--- config.mk ---
export PLATFORM = sky130hd
export DESIGN_NAME = lane_egress_arbiter
export DESIGN_NICKNAME = d
export VERILOG_FILES = /design/src/rtl/lane_egress_arbiter.sv
export SDC_FILE = /design/constraint.sdc
export NUM_CORES = 1
export LEC_CHECK = 0
export BUFFER_PORTS_ARGS = -buffer_cell sky130_fd_sc_hd__buf_2
export CAP_MARGIN = 25
export CELL_PAD_IN_SITES_DETAIL_PLACEMENT = 2
export CELL_PAD_IN_SITES_GLOBAL_PLACEMENT = 2
export CORE_AREA = 3 3 255 257
export CTS_BUF_LIST = sky130_fd_sc_hd__clkbuf_16
export DETAILED_ROUTE_END_ITERATION = 12
export DIE_AREA = 0 0 258 260
export HOLD_SLACK_MARGIN = 0.1
export PLACE_DENSITY_LB_ADDON = 0.1
export SYNTH_ARGS = -nofsm -noshare
export SYNTH_HDL_FRONTEND = slang
export SYNTH_SLANG_ARGS = --single-unit
--- constraint.sdc ---
create_clock -name clock -period 2.2 [get_ports clock]
set_clock_uncertainty 0.05 [all_clocks]
set_input_delay 0 -clock clock [delete_from_list [all_inputs] [get_ports clock]]
set_output_delay 0 -clock clock [all_outputs]
set_load 0.02 [all_outputs]
--- src/rtl/lane_egress_arbiter.sv ---
// Packet-level round-robin arbiter sharing one transceiver egress lane among R streams.
// A grant covers a whole packet; overlong packets are cut and link loss flushes the packet.
module lane_egress_arbiter #(
  parameter int R         = 4,
  parameter int w         = 128,
  parameter int MAX_BEATS = 256
) (
  input  logic           clock,
  input  logic           reset,
  input  logic           link_up,
  input  logic [R-1:0]   req_valid,
  input  logic [w*R-1:0] req_data,
  input  logic [R-1:0]   req_last,
  output logic [R-1:0]   req_ready,
  output logic [w-1:0]   out_data,
  output logic           out_valid,
  output logic           out_last,
  input  logic           out_ready,
  output logic [R-1:0]   grant,
  output logic           timeout_err,
  output logic           flush_err,
  output logic [1:0]     dbg_state_o
);

  localparam int PW = $clog2(R);
  localparam int CW = $clog2(MAX_BEATS);

  typedef enum logic [1:0] {
    ST_IDLE  = 2'd0,
    ST_BUSY  = 2'd1,
    ST_FLUSH = 2'd2
  } state_e;

  state_e          state_q;
  logic [R-1:0]    grant_q;
  logic [PW-1:0]   owner_q;
  logic [PW-1:0]   rr_ptr_q;
  logic [CW-1:0]   beat_cnt_q;
  logic            quiet_flush_q;
  logic            timeout_err_q;
  logic            flush_err_q;

  logic            pick_found;
  logic [PW-1:0]   pick_idx;
  logic [PW-1:0]   scan_idx;
  logic            owner_last;
  logic            at_limit;
  logic            beat;
  logic            drop;

  // Round-robin scan starting just after the last completed owner.
  always_comb begin
    pick_found = 1'b0;
    pick_idx   = '0;
    scan_idx   = '0;
    for (int i = 1; i <= R; i++) begin
      scan_idx = PW'((int'(rr_ptr_q) + i) % R);
      if (!pick_found && req_valid[scan_idx]) begin
        pick_found = 1'b1;
        pick_idx   = scan_idx;
      end
    end
  end

  // Handshake: a beat moves on a rising edge where valid and ready are both high;
  // the lane's out_valid never depends on out_ready, and req_ready only on out_ready.
  always_comb begin
    out_data   = '0;
    out_valid  = 1'b0;
    out_last   = 1'b0;
    req_ready  = '0;
    beat       = 1'b0;
    drop       = 1'b0;
    owner_last = req_last[owner_q];
    at_limit   = (beat_cnt_q == CW'(MAX_BEATS - 1));
    case (state_q)
      ST_BUSY: begin
        out_data           = req_data[int'(owner_q)*w +: w];
        out_valid          = req_valid[owner_q];
        out_last           = owner_last | at_limit;
        req_ready[owner_q] = out_ready;
        beat               = req_valid[owner_q] & out_ready;
      end
      ST_FLUSH: begin
        req_ready[owner_q] = 1'b1;
        drop               = req_valid[owner_q];
      end
      default: begin
      end
    endcase
  end

  always_ff @(posedge clock or posedge reset) begin
    if (reset) begin
      state_q       <= ST_IDLE;
      grant_q       <= '0;
      owner_q       <= '0;
      rr_ptr_q      <= PW'(R - 1);
      beat_cnt_q    <= '0;
      quiet_flush_q <= 1'b0;
      timeout_err_q <= 1'b0;
      flush_err_q   <= 1'b0;
    end else begin
      timeout_err_q <= 1'b0;
      flush_err_q   <= 1'b0;
      case (state_q)
        ST_IDLE: begin
          if (link_up && pick_found) begin
            state_q    <= ST_BUSY;
            owner_q    <= pick_idx;
            grant_q    <= {{(R-1){1'b0}}, 1'b1} << pick_idx;
            beat_cnt_q <= '0;
          end
        end
        ST_BUSY: begin
          if (beat && owner_last) begin
            state_q    <= ST_IDLE;
            grant_q    <= '0;
            rr_ptr_q   <= owner_q;
            beat_cnt_q <= '0;
          end else if (beat && at_limit) begin
            // Counter holds at its limit; the rest of the packet is dropped silently.
            state_q       <= ST_FLUSH;
            timeout_err_q <= 1'b1;
            quiet_flush_q <= 1'b1;
          end else begin
            if (beat) begin
              beat_cnt_q <= beat_cnt_q + 1'b1;
            end
            if (!link_up) begin
              state_q       <= ST_FLUSH;
              quiet_flush_q <= 1'b0;
            end
          end
        end
        ST_FLUSH: begin
          if (drop && owner_last) begin
            state_q     <= ST_IDLE;
            grant_q     <= '0;
            rr_ptr_q    <= owner_q;
            beat_cnt_q  <= '0;
            flush_err_q <= !quiet_flush_q;
          end
        end
        default: state_q <= ST_IDLE;
      endcase
    end
  end

  assign grant       = grant_q;
  assign timeout_err = timeout_err_q;
  assign flush_err   = flush_err_q;
  assign dbg_state_o = state_q;

endmodule

After elaboration in Yosys (flattened, before gate mapping)
Cells that the tools add are included.

storage, ports and cells
  register bits after elaboration = 21
  output and inout bits = 142

operators by class
  $add $sub $neg = 5
  magnitude comparators = 6
  equal/unequal tests = 10
  shifts and indexed selects = 2
  muxes and demuxes = 54
  bitwise logic cells = 4
  reductions and logical operators = 21

operators with widths
  kind                   count
  $shiftx A512 B10 Y128  1
  $mux W128              1
  $mux W8                5
  $pmux W8 S3            1
  $mux W1                22
  $mux W2                11
  $lt A2 B3 Y1 const B   5
  $bmux W1 S2            6
  $mux W4                3
  $pmux W4 S3            1
  $reduce_and A3 Y1      3
  $add A8 B1 Y8 const B  1
  $eq A8 B8 Y1 const B   1
  $logic_and A1 B1 Y1    8
  $pmux W4 S2            1
  $ne A2 B2 Y1 const B   3
  $ne A3 B3 Y1 const B   2
  $pmux W2 S3            1
  $reduce_and A5 Y1      1
  $add A2 B1 Y2 const B  2
  $add A2 B2 Y2 const B  2
  $and A4 B4 Y4          1
  $logic_not A1 Y1       4
  $ne A4 B4 Y1 const B   1
  15 further kinds       15

Logic depth before layout (Yosys ltp)
Gate-level depths: netlist of the first run.

  depth in word-level cells = 16
  depth in mapped cells = 8

Least setup slack after synthesis of the first run
Ideal clock, no wire load.

  kind = reg-to-reg
  start = register owner_q[1]
  end = register beat_cnt_q[5]
  arrival time = 2075 ps
  path slack = -28 ps
  cell stages (with the launch flop) = 7
  buffers on the path = 2
  period minus slack after synthesis = 2228 ps
  cells stage by stage = dfrtp_1 > buf_2 > mux4_2 > a31o_4 > or3_1 > buf_2 > o41ai_2

on the way
  longest elaborated chain between the ends = 7
  elaborated cells on any way between the ends = 16
  those cells by class = eq/ne (3); mux (8); bitwise (1); reduce/logical (4)

RTL lines
  item                                                               line      RTL
  start: declaration                                                 36        logic [PW-1:0] owner_q;
  start signal: assignment                                           110       owner_q <= pick_idx;
  $bmux W1 S2                                                        82, 86
  $mux W1 (implied by the code)                                      82, 86
  $and A1 B1 Y1                                                      82        beat = req_valid[owner_q] & out_ready;
  $mux W1                                                            76        case (state_q)
  $logic_and A1 B1 Y1 (on tied branches)                             116, 121
  $ne A3 B3 Y1 (no source line) or $mux W8 (tied branches)           -
  $reduce_and A5 Y1 (no source line) or $pmux W8 S3 (tied branches)  -
  end signal: assignment                                             128       beat_cnt_q <= beat_cnt_q + 1'b1;
  end: declaration                                                   38        logic [CW-1:0] beat_cnt_q;

Parallel ways exist; a longest one is shown, timed or not. The select of a mux whose other input is x is not followed.
A chain may end at the register's enable or synchronous reset.

Final worst setup path of the first run
  start = register owner_q[0]
  end = output out_data[101]

on the way
  longest elaborated chain between the ends = 2

RTL lines
  item                   line  RTL
  $shiftx A512 B10 Y128  78    out_data = req_data[int'(owner_q)*w +: w];
  $mux W128              76
  end: declaration       15    output logic [w-1:0] out_data,

No other way between the ends.

==> impl_metrics.toml, run 1 <==
[placed_design]
dp.cells = 1918
hpwl_um = 43400
pre_cts_ws_ps = -50.4
port_buffers = 665
gp_congestion = 0.855

[setup_path]
worstPathArrival_ps = 2120
crit_path_end_kind = "primary output"
start_kind = "flop"
r2r_cells = 5
r2r-end = "beat_cnt_q[3]"
r2r_slack_ps = 80
worst-setup-path-type = "reg2out"
r2r-start = "owner_q[0]"
worst_ep_required_time_ps = 2150
crit_fanout = 8

[finish]
areaGrowthSynthToFinish_pct = 103
final_common_cell = "buf_2"
fin_cells = 1950
drive_gt1_frac = 0.803
nets = 1630
finish.utilization = 0.167
mostFrequentLayoutCells = "634 x buf_2, 130 x mux4_2, 121 x and2_1"

[route]
drt-total-wl_um = 52000
final_antenna_net_count = 0
firstDrtPassIters = 4
viasPerCell = 3.59
via_count = 6996
drtIter0Drc = 225
wire_per_inst_um = 26.7
drc_errors = 0

[cts]
clk_latency_ps = 270
path_clk_slew_ps = 70
cts_max_level = 1
cts_made_buffers = 3
cts_tree = "yes"
clockRootBuffer = "clkbuf_16"
clockBufferDepth = 2
numClockSinks = 21

[die]
die_area_um2 = 67100
die_w_um = 258
std_cell_rows = 92
io_pins = 666
core_area_um2 = 63000
die_h_um = 260
initial_core_util = 0.0819

[synth]
netlist_area_um2 = 5160
ys_seq_area_frac = 0.102
synthCells = 429
async_reset_ff_frac = 1.00
syn_nets = 958
synth_edf_count = 0
ys.flop_type = "dfrtp_1"
ys_ff_latch = 21
synth-warning-count = 0
ys_types = 38
avgSynthCellArea_um2 = 12.0

[sta]
setup_ws_ps = 28.7
hold_ws_ps = 243
worst_slew_pin_slew_ps = 512
setup-violations-final = 0
finalCriticalPeriod_ps = 2170
final.period_utilization = 0.987
report.final.slew_viol_count = 0
grt_setup_unrepaired = "yes"
fmax_ghz = 0.461
hold_viol = 0
max_slew_margin = 0.658

[global_routing]
grt_max_degree = 88
grt_pass1_wl_um = 66600
grt.overflow.total = 0
grtUsageTotal = 0.140
grt_pass1_vias = 7481
antenna_found_initial = 29

[power]
power_mw = 12.6
p_int_mw = 6.37
power_leakage_nw = 5.05
p_sw_frac = 0.493
ir_drop_uv = 543
p_sw_mw = 6.19
clkPwrFrac = 0.034
power_density_nw_per_um2 = 1200
comb_power_share = 0.915
p_seq_frac = 0.051

[run]
max-cap-violations = 0

[outcome]
status = "completed"

[hold_path]
hp-class = "in2async"
stage by stage:
stage | cell area, µm² | TNS, ps
after floorplan | 5160 | 0
after global placement | 9620 | -27.3
after detailed placement | 9620 | -140
after CTS | 9990 | -283
after global routing | 10500 | -2770
final | 10500 | 0
metal layers:
metal  global-route usage  wire (µm)
met1                0.168      20700
met3               0.0451       4020
met4              0.00611        291
met2                0.256      26800
met5                    0        169
worst max-delay path, stage by stage (launching register included):
cell,delay [ps]
dfrtp_4,510
buf_12,180
buf_4,160
clkbuf_16,170
mux4_2,500
and2_1,170
buf_2,160
registers in the layout, indices dropped and copies added (netlist names):
| name | cells |
|---|---|
| beat_cnt_q | 8 |
| dbg_state_o | 2 |
| timeout_err | 1 |
| quiet_flush_q | 1 |
| owner_q | 2 |
| rr_ptr_q | 2 |
| grant | 4 |
| flush_err | 1 |
area by class of cell:
class                      instances  area, µm²
fill                            7378      52500
multi-input combinational        354       4530
timing repair buffer             713       4250
tap                              846       1060
sequential                        21        536
clock buffer                       3       75.1
inverter                           8       30.0
antenna                            4       10.0
clock inverter                     1       5.00
timing repair:
action / CTS / global route
endpoints found under the hold margin: 13 / 0
buffers inserted: 0 / 9
gates resized for setup: 46 / 51
gates cloned: 4 / 9
hold buffers: 2 / 0
pin swaps: 0 / 7
endpoints found under the setup margin: 133 / 108
power by group through the flow:
stage | Sequential (mW) | Combinational, mW | Clock [mW]
finish | 0.641 | 11.5 | 0.427
floorplan | 0.614 | 6.42 | 0
global route | 0.670 | 12.4 | 0.458
CTS | 0.634 | 10.8 | 0.448
global placement | 0.633 | 10.1 | 0
detailed placement | 0.634 | 10.1 | 0
cell families (layout without fill, tap and decap cells):
| family | after synthesis | in the layout | synth area share |
|---|---|---|---|
| AOI/OAI and AO/OA | 36 | 36 | 0.0509 |
| adders and majority gates | 5 | 5 | 0.0121 |
| buffers and inverters | 54 | 725 | 0.0427 |
| DFF | 21 | 21 | 0.102 |
| muxes | 140 | 140 | 0.589 |
| other | 0 | 4 | 0 |
| and+or+nand+nor | 173 | 173 | 0.203 |
worst max-delay path by stage:
stage / from / to
2_1_floorplan: owner_q[1] / beat_cnt_q[5]
3_3_place_gp: owner_q[1] / beat_cnt_q[5]
3_5_place_dp: owner_q[1] / beat_cnt_q[5]
4_1_cts: owner_q[0] / out_data[59]
5_1_grt: owner_q[0] / out_data[88]
6_report: owner_q[0] / out_data[101]
synthesized netlist by cell type, types with 4 or more instances:
master | instances | area, µm²
and2_1 | 131 | 820
mux4_2 | 130 | 2930
clkbuf_1 | 32 | 120
dfrtp_1 | 19 | 475
o21ai_0 | 9 | 45.0
buf_2 | 8 | 40.0
inv_1 | 8 | 30.0
nor2_1 | 8 | 30.0
o31ai_1 | 8 | 60.1
mux2_2 | 7 | 78.8
nand2_1 | 7 | 26.3
nand3_1 | 6 | 30.0
buf_1 | 5 | 18.8
ha_1 | 5 | 62.6
a21o_1 | 4 | 30.0
a21oi_1 | 4 | 20.0
a31oi_1 | 4 | 25.0
nand2b_1 | 4 | 25.0
nor3_1 | 4 | 20.0
Power figures use the tool's default switching activity.
==> run 2, diff against run 1 <==
- CORE_AREA: 3 3 255 257 -> 2 2 260 262
- DIE_AREA: 0 0 258 260 -> 0 0 262 264
- clock period: 2.2 -> 2.3 ns (I/O delays scaled with it)
==> run 2 against run 1 <==
Via count shrank 0.46%. Register-to-register slack lost 40 ps. Critical endpoint is now beat_cnt_q[3]. Critical path type is now reg2reg. Core utilization shrank 1.6 points.
==> impl_metrics.toml, run 2 (synthesis results as in run 1) <==
[outcome]
status = "completed"

[route]
drtIter0Drc = 232
final_antenna_net_count = 0
wire_per_inst_um = 25.9
via_count = 6964
drc_errors = 0
firstDrtPassIters = 4
viasPerCell = 3.51
drt-total-wl_um = 51500

[global_routing]
grt_max_degree = 135
grt_pass1_wl_um = 66000
antenna_found_initial = 54
grtUsageTotal = 0.137
grt.overflow.total = 0
grt_pass1_vias = 7528

[sta]
hold_viol = 0
fin_tns_setup_ps = 0
finalCriticalPeriod_ps = 2260
report.final.slew_viol_count = 0
max_slew_margin = 0.562
final.period_utilization = 0.983
grt_setup_unrepaired = "yes"
hold_ws_ps = 262
worst_slew_pin_slew_ps = 657
fmax_ghz = 0.442
setup-violations-final = 0

[setup_path]
crit_path_end_kind = "flop"
critical_path.top_delay_family = "multiplexers"
r2r_slack_ps = 40
cp_num_buf_inv = 1
r2r_cells = 5
worstPathArrival_ps = 2390
crit_end = "beat_cnt_q[3]"
worst_ep_required_time_ps = 2430
cp.depth = 5
crit_fanout = 7
worst-setup-path-type = "reg2reg"
path_cells = "mux4_2, a31o_4, buf_4, or3_1, o211ai_1"
startpoint = "owner_q[1]"
max_stage_delay_ps = 660
start_kind = "flop"
r2r-start = "owner_q[1]"
r2r-end = "beat_cnt_q[3]"
cpMaxStageDelayCell = "mux4_2"

[finish]
top_register = "beat_cnt_q"
final_common_cell = "buf_2"
drive_gt1_frac = 0.790
fill_cells = 7824
largest_reg_flops = 8
design_area_um2 = 10000
nets = 1603
mostFrequentLayoutCells = "645 x buf_2, 130 x mux4_2, 125 x and2_1"
areaGrowthSynthToFinish_pct = 94.7

[cts]
clockBufferDepth = 2
clockRootBuffer = "clkbuf_16"
numClockSinks = 21
cts_tree = "yes"
cts_made_buffers = 3
clk_latency_ps = 260
cts_max_level = 1
path_clk_slew_ps = 70

[hold_path]
hp-class = "in2reg"

[placed_design]
place_area_um2 = 9580
port_buffers = 665
gp_congestion = 0.886
hpwl_um = 43800

[die]
die_w_um = 262
die_h_um = 264
std_cell_rows = 95
io_pins = 666
die_area_um2 = 69200
initial_core_util = 0.0775
core_area_um2 = 66600

[power]
power_leakage_nw = 4.77
ir_drop_uv = 402
power_density_nw_per_um2 = 1080
power_mw = 10.8

[run]
max-cap-violations = 0
run 2: changes by cell type in the layout (fill, tap and decap cells not counted), sizes merged:
cell / previous run / this run
buf: 703 / 681
clkbuf: 11 / 6
diode: 4 / 37
run 2: what timing repair did:
action | 4_1_cts | 5_1_grt
cloned | 0 | 3
endpoints found under the setup margin | 81 | 110
pin swaps | 0 | 2
hold buffers | 2 | 0
endpoints found under the hold margin | 13 | 0
gates resized for setup | 47 | 7
setup buffers | 0 | 0
run 2: worst min-delay path, stage by stage:
cell	delay, ps
buf_2	150
a31o_4	160
or3_4	160
o41ai_2	60
run 2: worst min-delay path by stage:
| stage | to | start | cells past startpoint |
|---|---|---|---|
| floorplan | beat_cnt_q[0] | reset | 1 |
| global placement | grant[0] | reset | 2 |
| global route | beat_cnt_q[5] | out_ready | 4 |
| finish | beat_cnt_q[5] | out_ready | 4 |
| detailed placement | grant[0] | reset | 2 |
| CTS | beat_cnt_q[5] | out_ready | 4 |
run 2: final cells by class:
class | instances | area (µm²) | share of cell area
flip-flops and latches | 21 | 536 | 0.0533
well taps | 873 | 1090 | 0.109
inverters | 8 | 30.0 | 0.00299
diodes | 37 | 92.6 | 0.00922
repair buffers | 686 | 3730 | 0.371
clock inverters | 1 | 5.00 | 0.000498
clock buffers | 3 | 75.1 | 0.00747
multi-input cells | 354 | 4480 | 0.446
run 2: layer usage:
layer | vias to the layer above | global-route usage | routed length (µm)
met2 | 319 | 0.250 | 26900
met1 | 3502 | 0.150 | 19100
met3 | 56 | 0.0493 | 4410
met5 | - | 0.00499 | 168
li1 | 3063 | - | -
met4 | 24 | 0.0290 | 845
run 2: power by group:
| group | switching (mW) | total, mW | internal, mW |
|---|---|---|---|
| Sequential | 0.186 | 0.676 | 0.490 |
| Combinational | 5.24 | 9.75 | 4.51 |
| Clock | 0.163 | 0.398 | 0.235 |
| Total | 5.59 | 10.8 | 5.24 |
run 2: stage by stage:
stage          std cells   util  setup WS, ps
2_1_floorplan        429      -          71.9
3_3_place_gp        1937  0.144          35.3
3_5_place_dp        1937  0.144          29.7
4_1_cts             1943  0.148         -35.4
5_1_grt             1967  0.150         -59.8
6_report            1983  0.151          38.0
